**src/rtl/core_avl_arbiter.sv**
```systemverilog
// Two-master to one-slave Avalon-MM arbiter with round-robin grant.
// Read responses are routed back in order through a FIFO of master IDs.
module core_avl_arbiter #(
    parameter int ADDR_W      = 32,
    parameter int DATA_W      = 32,
    parameter int MAX_PENDING = 4
) (
    input  logic                             clk,
    input  logic                             rest,
    input  logic [ADDR_W-1:0]                m0_address,
    input  logic                             m0_read,
    input  logic                             m0_write,
    input  logic [DATA_W-1:0]                m0_writedata,
    input  logic [DATA_W/8-1:0]              m0_byteenable,
    output logic                             m0_waitrequest,
    output logic [DATA_W-1:0]                m0_readdata,
    output logic                             m0_readdatavalid,
    input  logic [ADDR_W-1:0]                m1_address,
    input  logic                             m1_read,
    input  logic                             m1_write,
    input  logic [DATA_W-1:0]                m1_writedata,
    input  logic [DATA_W/8-1:0]              m1_byteenable,
    output logic                             m1_waitrequest,
    output logic [DATA_W-1:0]                m1_readdata,
    output logic                             m1_readdatavalid,
    output logic [ADDR_W-1:0]                s_address,
    output logic                             s_read,
    output logic                             s_write,
    output logic [DATA_W-1:0]                s_writedata,
    output logic [DATA_W/8-1:0]              s_byteenable,
    input  logic                             s_waitrequest,
    input  logic [DATA_W-1:0]                s_readdata,
    input  logic                             s_readdatavalid,
    output logic [$clog2(MAX_PENDING):0]     pending_cnt,
    output logic                             err_unexp_rdv
);

    localparam int PTR_W = $clog2(MAX_PENDING);
    localparam int CNT_W = PTR_W + 1;

    logic                   last_gnt_q;
    logic [MAX_PENDING-1:0] id_q;
    logic [PTR_W-1:0]       wr_ptr_q;
    logic [PTR_W-1:0]       rd_ptr_q;
    logic [CNT_W-1:0]       cnt_q;
    logic                   err_q;

    logic req0, req1, gnt0, gnt1;
    logic g_read, g_write, full, empty, read_block;
    logic accept, push, pop, head;

    // Grant, command mux, stall and response routing
    always_comb begin
        req0       = m0_read | m0_write;
        req1       = m1_read | m1_write;
        gnt1       = req1 & (~req0 | ~last_gnt_q);
        gnt0       = req0 & ~gnt1;
        g_read     = (gnt0 & m0_read) | (gnt1 & m1_read);
        g_write    = (gnt0 & m0_write & ~m0_read)
                   | (gnt1 & m1_write & ~m1_read);
        full       = (cnt_q == CNT_W'(MAX_PENDING));
        empty      = (cnt_q == '0);
        read_block = g_read & full;
        s_read     = ~rest & g_read & ~read_block;
        s_write    = ~rest & g_write;
        s_address    = gnt1 ? m1_address    : m0_address;
        s_writedata  = gnt1 ? m1_writedata  : m0_writedata;
        s_byteenable = gnt1 ? m1_byteenable : m0_byteenable;
        m0_waitrequest = rest | ~gnt0 | s_waitrequest | read_block;
        m1_waitrequest = rest | ~gnt1 | s_waitrequest | read_block;
        accept     = (s_read | s_write) & ~s_waitrequest;
        push       = accept & s_read;
        pop        = ~rest & s_readdatavalid & ~empty;
        head       = id_q[rd_ptr_q];
        m0_readdatavalid = pop & ~head;
        m1_readdatavalid = pop & head;
        m0_readdata  = s_readdata;
        m1_readdata  = s_readdata;
        pending_cnt  = cnt_q;
        err_unexp_rdv = err_q;
    end

    // Tracking FIFO, round-robin history and sticky error flag
    always_ff @(posedge clk) begin
        if (rest) begin
            last_gnt_q <= 1'b0;
            id_q       <= '0;
            wr_ptr_q   <= '0;
            rd_ptr_q   <= '0;
            cnt_q      <= '0;
            err_q      <= 1'b0;
        end else begin
            if (push) begin
                id_q[wr_ptr_q] <= gnt1;
                wr_ptr_q       <= wr_ptr_q + 1'b1;
            end
            if (pop) begin
                rd_ptr_q <= rd_ptr_q + 1'b1;
            end
            if (push && !pop) begin
                cnt_q <= cnt_q + 1'b1;
            end else if (pop && !push) begin
                cnt_q <= cnt_q - 1'b1;
            end
            if (accept) begin
                last_gnt_q <= gnt1;
            end
            if (s_readdatavalid && empty) begin
                err_q <= 1'b1;
            end
        end
    end

endmodule

```
**config.mk**
```make
export PLATFORM = sky130hd
export DESIGN_NAME = core_avl_arbiter
export DESIGN_NICKNAME = d
export VERILOG_FILES = /design/src/rtl/core_avl_arbiter.sv
export SDC_FILE = /design/constraint.sdc
export NUM_CORES = 1
export LEC_CHECK = 0
export CORE_AREA = 2 2 123 125
export CTS_CLUSTER_DIAMETER = 150
export DETAILED_ROUTE_END_ITERATION = 10
export DIE_AREA = 0 0 125 127
export GPL_TIMING_DRIVEN = 1
export HOLD_SLACK_MARGIN = 0.15
export SKIP_LAST_GASP = 1
export SLEW_MARGIN = 20
export SYNTH_ARGS = -nofsm -noshare
export SYNTH_HDL_FRONTEND = slang
export SYNTH_SLANG_ARGS = --single-unit
```
**constraint.sdc**
```tcl
create_clock -name clk -period 2.8 [get_ports clk]
set_input_delay 0.56 -clock clk [delete_from_list [all_inputs] [get_ports clk]]
set_output_delay 0.56 -clock clk [all_outputs]
set_load 0.02 [all_outputs]
```
==> results of run 1 <==
## through the flow
stage / utilization [%] / total power [mW] / TNS [ns] / setup WS (ns)
final: 30.4 / 1.69 / 0 / 0.116
after global routing: 30.4 / 1.78 / 0 / 0.0195
after global placement: 29.7 / 1.44 / -14.28 / -0.278
after floorplan: - / 0.968 / 0 / 0.466
after CTS: 30.2 / 1.71 / 0 / 0.0164
after detailed placement: 29.7 / 1.45 / -15.05 / -0.302
## layout make-up
class / instances / area, sq um
fillers: 1559 / 10000
repair buffers: 246 / 2390
multi-input cells: 141 / 1400
flip-flops and latches: 13 / 260
well taps: 184 / 230
clock buffers: 4 / 78.8
inverters: 7 / 26.3
## registers in the layout (all words and copies together), names as in the netlist
signal and cells:
err_unexp_rdv 1, id_q 4, last_gnt_q 1, pending_cnt 3, rd_ptr_q 2, wr_ptr_q 2
## cells in the final DEF (no fill, tap or decap), types with 3 or more instances in the layout
master	instances
inv_1	7
clkdlybuf4s50_1	145
a21oi_1	4
buf_2	8
mux2_2	67
clkdlybuf4s15_1	5
nor2_1	11
clkdlybuf4s15_2	7
dlymetal6s2s_1	6
nor4b_2	4
nand2b_1	8
dlygate4sd2_1	45
mux2i_1	6
ha_1	5
clkbuf_16	3
buf_4	24
dfxtp_1	13
## report_power, final
part	switching, mW	leakage, nW	total, mW	internal [mW]
registers	0.0354	0.106	0.250	0.215
logic	0.523	1.63	1.16	0.637
clock network	0.0846	0.0382	0.277	0.193
total	0.643	1.77	1.69	1.04
## tightest hold or removal path, stage by stage, from the launching register on
cell and delay [ns]:
dfxtp_1 0.32, a21oi_1 0.04, nor2_1 0.06
## layer usage
metal	routed length (um)	vias up	GRT usage [%]
met5	0	-	0
met4	99	0	1.90
met3	1030	8	4.56
met2	5790	159	24.7
met1	4150	1064	14.4
li1	-	1102	-
## logic make-up after synthesis
group / after synthesis / share of synthesized area (%)
AOI/OAI and AO/OA: 17 / 5.46
muxes: 76 / 38.8
buffers and inverters: 81 / 26.5
and+or+nand+nor: 39 / 12.6
adders and majority gates: 6 / 3.71
xor gates and xnor gates: 3 / 1.18
DFF: 13 / 11.7
## path summary, 6_finish.rpt
check | to | slack, ns
worst max-delay path | s_byteenable[2] | 0.12
worst min register to register | err_unexp_rdv$_SDFFE_PP0P_ | 0.46
worst min-delay path | err_unexp_rdv$_SDFFE_PP0P_ | 0.46
worst max register to register | pending_cnt[2]$_SDFFE_PP0P_ | 0.53
## repair_timing
item / 4_1_cts / 5_1_grt
setup endpoints to repair: 68 / 8
gates resized for setup: 114 / 7
buffers inserted: 2 / 0
pin swaps: 2 / 1
cloned: 2 / 0
==> reports/results.ini, run 1 <==
[logic_synthesis]
yosysSeqAreaShare_pct = 11.7
synth.top_cells.by_count = buf_4, mux2_2, dfxtp_1, nor2_1, nand2b_1
synth.distinct_cells = 42
yosysWarnings = 0
syn_inst = 235
synth.most_common_cell = buf_4
avgSynthCellArea_sq_um = 9.46
synth_edf_count = 0
synth-async-reset-ratio_pct = 0
synth_ff_type = dfxtp_1
synth_top_area_share_pct = 34.4
synthTopCellsByArea = mux2_2, buf_4, dfxtp_1
ys_ff_latch = 13
synth_area_sq_um = 2220
synth_fp_nets = 417
synth_top_area_cell = mux2_2

[place]
placed_area_sq_um = 4280
gp_congestion = 0.825
placed_cells = 587
io_buffer_count = 221
dpl.hpwl_mm = 9.52

[worst_setup_path]
cpPeakStageDelay_ns = 0.33
critical_path.endpoint_type = output pin
crit_top_cell = dlygate4sd2_1
crit_fanout = 14
crit_required_ns = 2.24
worstSetupStartpointType = input pin
crit_chain = dlygate4sd2_1 -> o21ai_4 -> buf_6 -> bufbuf_16 -> mux2_2 -> dlygate4sd2_1
crit_buf_inv = 4
crit_type = input pin to output pin
cp_top_family = buffers and inverters
crit_slowest_cell = mux2_2
crit_start = m1_write
crit_arrival_ns = 2.12
reg2regPathDepth = 9
rr_startpoint = last_gnt_q$_SDFFE_PP0P_
crit_cells = 6

[routing]
drtIter0Drc = 59
avgViaCountPerCell = 3.92
drt_wl_total_mm = 11.1
drc_errors = 0
num_vias = 2333
wl_per_cell_um = 18.6
drt_pass1_iterations = 4
final_antenna_net_count = 0

[final_layout]
stdcell_count = 595
syn2layout_area_growth_pct = 97.1
final_cell_area_sq_um = 4380
nets = 594
n_antenna_cell = 0
drive_gt1_share_pct = 32.1

[die]
die_area_sq_um = 15900
num_rows = 44
core_area_sq_um = 14400
io_pins = 318
initial_utilization_pct = 15.4
chipWidth_um = 125
dieHeight_um = 127

[hold_path]
hp-class = flip-flop to flip-flop
holdPathStages = 2
hp-start = err_unexp_rdv$_SDFFE_PP0P_

[timing]
fin_skew_ns = 0.00611
clock.fmax_ghz = 0.373
period_share_pct = 95.9
hold_viol_final = 0
rsz0062_at_grt = false
fin_crit_ns = 2.68
worst_pin_slew_ns = 0.322
hold_ws_ns = 0.463
finalSetupViolCount = 0
maxSlewViolCount = 0
slew-limit-headroom_pct = 78.5

[clocking]
cts_buffer_depth = 2
clkTransAtPathRegs_ns = 0.04
cts_hold_buf = 0
h-tree-depth = 1
cts_root_buf = clkbuf_16
insertion_delay_ns = 0.25
clkSinkCount = 13
cts_tree = done
cts_made_buffers = 3

[pwr]
worst_ir_drop_vdd_v = 0.000296
p_leak_nw = 1.77
power.density_nw_per_um2 = 385

[global_route]
grt_antenna_before_repair = 0
grt_pass1_wl_mm = 16.0
grt_max_degree = 18
grt_pass1_vias = 2602
gr-usage-all-layers_pct = 13.1
gr-total-overflow = 0

[run_status]
status = finished clean

[flow_run]
max_cap_viol_count = 0

(Power assumes the default switching activity.)
==> run 2, diff against run 1 <==
--- a/config.mk
+++ b/config.mk
@@ -5,12 +5,14 @@
 export SDC_FILE = /design/constraint.sdc
 export NUM_CORES = 1
 export LEC_CHECK = 0
-export CORE_AREA = 2 2 123 125
+export ABC_AREA = 1
+export CORE_AREA = 2 2 122 124
 export CTS_CLUSTER_DIAMETER = 150
 export DETAILED_ROUTE_END_ITERATION = 10
-export DIE_AREA = 0 0 125 127
+export DIE_AREA = 0 0 124 126
 export GPL_TIMING_DRIVEN = 1
 export HOLD_SLACK_MARGIN = 0.15
+export SETUP_SLACK_MARGIN = 0.1
 export SKIP_LAST_GASP = 1
 export SLEW_MARGIN = 20
 export SYNTH_ARGS = -nofsm -noshare
==> constraint.sdc (replaced) <==
create_clock -name clk -period 3.2 [get_ports clk]
set_input_delay 0.64 -clock clk [delete_from_list [all_inputs] [get_ports clk]]
set_output_delay 0.64 -clock clk [all_outputs]
set_load 0.02 [all_outputs]
==> reports/results.ini, run 2 <==
[run_status]
status = finished clean

[logic_synthesis]
synth_fp_nets = 585  ; +40%
synth.top_cells.by_count = nand2_1, buf_4, inv_1, nor2_1, dfxtp_1
yosysSeqAreaShare_pct = 12.1  ; +0.41 points
synth.most_common_cell = nand2_1
avgSynthCellArea_sq_um = 5.33  ; -44%
synth_top_area_cell = nand2_1
synth-async-reset-ratio_pct = 0  ; unchanged
yosysWarnings = 0  ; unchanged
synthTopCellsByArea = nand2_1, buf_4, dfxtp_1
synth.distinct_cells = 25  ; -40%
ys_ff_latch = 13  ; unchanged
synth_edf_count = 0  ; unchanged
syn_inst = 403  ; +71%
synth_ff_type = dfxtp_1
synth_area_sq_um = 2150  ; -3.4%
synth_top_area_share_pct = 39.8  ; +5.4 points

[worst_setup_path]
worstSetupStartpointType = input pin
cpPeakStageDelay_ns = 0.62  ; +0.29 ns
crit_chain = clkdlybuf4s50_1 -> o21ai_2 -> buf_4 -> nand2_1 -> nand2_1 -> and2_1 -> clkdlybuf4s50_1
crit_type = input pin to output pin
critical_path.endpoint_type = output pin
crit_slowest_cell = clkdlybuf4s50_1
crit_arrival_ns = 2.36  ; +0.24 ns
reg2regPathDepth = 11  ; +2
crit_fanout = 4  ; -10
crit_required_ns = 2.56  ; +0.32 ns

[global_route]
grt_max_degree = 29  ; +11
gr-usage-all-layers_pct = 11.1  ; -1.9 points
grt_pass1_wl_mm = 13.8  ; -14%
grt_pass1_vias = 2611  ; +0.35%
gr-total-overflow = 0  ; unchanged
grt_antenna_before_repair = 0  ; unchanged

[routing]
drt_pass1_iterations = 4  ; unchanged
drt_wl_total_mm = 9.55  ; -14%
avgViaCountPerCell = 3.79  ; -3.3%
final_antenna_net_count = 0  ; unchanged
drc_errors = 0  ; unchanged
num_vias = 2818  ; +21%
drtIter0Drc = 90  ; +53%
wl_per_cell_um = 12.8  ; -31%

[timing]
worst_pin_slew_ns = 0.316  ; -0.00639 ns
slew-limit-headroom_pct = 78.9  ; +0.40 points
rsz0062_at_grt = false
maxSlewViolCount = 0  ; unchanged
hold_viol_final = 0  ; unchanged
fin_skew_ns = 0.00306  ; -0.00306 ns
fin_crit_ns = 3.00
finalSetupViolCount = 0  ; unchanged
clock.fmax_ghz = 0.334
fin_tns_setup_ns = 0  ; unchanged
period_share_pct = 93.7

[clocking]
cts_buffer_depth = 2  ; unchanged
clkTransAtPathRegs_ns = 0.05  ; about the same
cts_tree = done
cts_root_buf = clkbuf_16
insertion_delay_ns = 0.24  ; about the same
cts_made_buffers = 3  ; unchanged
h-tree-depth = 1  ; unchanged
cts_hold_buf = 0  ; unchanged
clkSinkCount = 13  ; unchanged

[die]
dieHeight_um = 126  ; -0.79%
chipWidth_um = 124  ; -0.80%
initial_utilization_pct = 15.0  ; -0.41 points
io_pins = 318  ; unchanged
die_area_sq_um = 15600  ; -1.6%
core_area_sq_um = 14300  ; -0.76%
num_rows = 44  ; unchanged

[final_layout]
most-common-layout-cells = nand2_1, clkdlybuf4s50_1, dlygate4sd2_1, inv_1, nor2_1
final_util_pct = 29.7  ; -0.68 points
largest_register = id_q
syn2layout_area_growth_pct = 98.0
final_cell_area_sq_um = 4250  ; -3.0%
stdcell_count = 743  ; +25%
largest_reg_flops = 4  ; unchanged
drive_gt1_share_pct = 4.11  ; -28 points
nets = 742  ; +25%
multi_input_area_sq_um = 1220  ; -12%
seqCellArea_sq_um = 260  ; unchanged
final_common_cell = nand2_1
n_antenna_cell = 0  ; unchanged
fill_cells = 1572  ; +0.83%

[flow_run]
max_cap_viol_count = 0  ; unchanged

[place]
gp_congestion = 0.795  ; -3.6%
io_buffer_count = 221  ; unchanged
placed_cells = 738  ; +26%
dpl.hpwl_mm = 7.70  ; -19%
placed_area_sq_um = 4160  ; -2.9%

[pwr]
power.density_nw_per_um2 = 293  ; -24%
p_leak_nw = 2.24  ; +26%
worst_ir_drop_vdd_v = 0.000224  ; -24%

[hold_path]
hp-class = flip-flop to flip-flop
holdPathStages = 1  ; -1

run 2: cell count changes after synthesis, moves of 6 or more:
cell | before | now
mux2i_1 | 6 | 0
mux2_2 | 68 | 0
nand2_1 | 1 | 228
nand2b_1 | 8 | 0
o21ai_0 | 2 | 8
nor2_1 | 11 | 18
inv_1 | 7 | 20
run 2: where the power goes:
group / internal (mW) / switching, mW / leakage [nW] / total (mW)
Combinational: 0.404 / 0.414 / 2.09 / 0.818
Sequential: 0.178 / 0.0154 / 0.106 / 0.193
Clock: 0.168 / 0.0666 / 0.0382 / 0.234
Total: 0.750 / 0.496 / 2.24 / 1.25
run 2: repair_timing:
item | 4_1_cts | 5_1_grt
cloned | 1 | 0
pin swaps | 0 | 0
endpoints found under the setup margin | 68 | 17
gates resized for setup | 56 | 17
setup buffers | 0 | 0
hold endpoints to repair | 0 | 0
run 2: kinds of logic (layout without fill, tap and decap cells):
| logic type | count (synthesis) | after routing | share of synthesized area, % |
|---|---|---|---|
| compound gates | 22 | 22 | 6.00 |
| fa+ha+maj | 6 | 6 | 3.84 |
| buf+inv | 103 | 259 | 31.2 |
| flops | 13 | 13 | 12.1 |
| simple gates | 259 | 259 | 46.9 |
run 2: path summary, 6_finish.rpt:
check | startpoint | end | slack, ns
worst max-delay path | m0_read | s_write | 0.20
worst min-delay path | err_unexp_rdv$_SDFFE_PP0P_ | err_unexp_rdv$_SDFFE_PP0P_ | 0.48
worst max register to register | pending_cnt[0]$_SDFFE_PP0P_ | pending_cnt[2]$_SDFFE_PP0P_ | 0.93
worst min register to register | err_unexp_rdv$_SDFFE_PP0P_ | err_unexp_rdv$_SDFFE_PP0P_ | 0.48
run 2: area by class of cell:
cell class                 instances  area share, %
multi-input combinational        287           28.8
timing repair buffer             232           55.7
inverter                          23           2.15
sequential                        13           6.12
tap                              184           5.41
clock buffer                       4           1.85
run 2: critical path: cells and delay by family:
kind	cells	cell delay [ns]
AOI/OAI and AO/OA	1	0.23
and+or+nand+nor	3	0.24
buffers and inverters	3	1.25
run 2: metrics by stage:
step | setup WS (ns) | total power, mW | hold slack (ns)
detailed placement | -0.0568 | 1.07 | 0.462
global placement | -0.0143 | 1.07 | 0.462
floorplan | 0.919 | 0.694 | 0.447
CTS | 0.0212 | 1.27 | 0.477
finish | 0.203 | 1.25 | 0.477
global route | 0.100 | 1.34 | 0.510
run 2: layer usage:
layer / vias to the layer above / routed length (um) / track usage (%)
met1: 1182 / 3670 / 13.1
met4: 0 / 353 / 4.30
met3: 46 / 1010 / 3.44
met2: 126 / 4520 / 18.7
li1: 1464 / - / -
met5: - / 0 / 0
==> run 3, diff against run 2 <==
--- a/config.mk
+++ b/config.mk
@@ -13,7 +13,6 @@
 export GPL_TIMING_DRIVEN = 1
 export HOLD_SLACK_MARGIN = 0.15
 export SETUP_SLACK_MARGIN = 0.1
-export SKIP_LAST_GASP = 1
 export SLEW_MARGIN = 20
 export SYNTH_ARGS = -nofsm -noshare
 export SYNTH_HDL_FRONTEND = slang
==> results of run 3 <==
No change in the layout: final DEF, timing and power equal those of run 2.
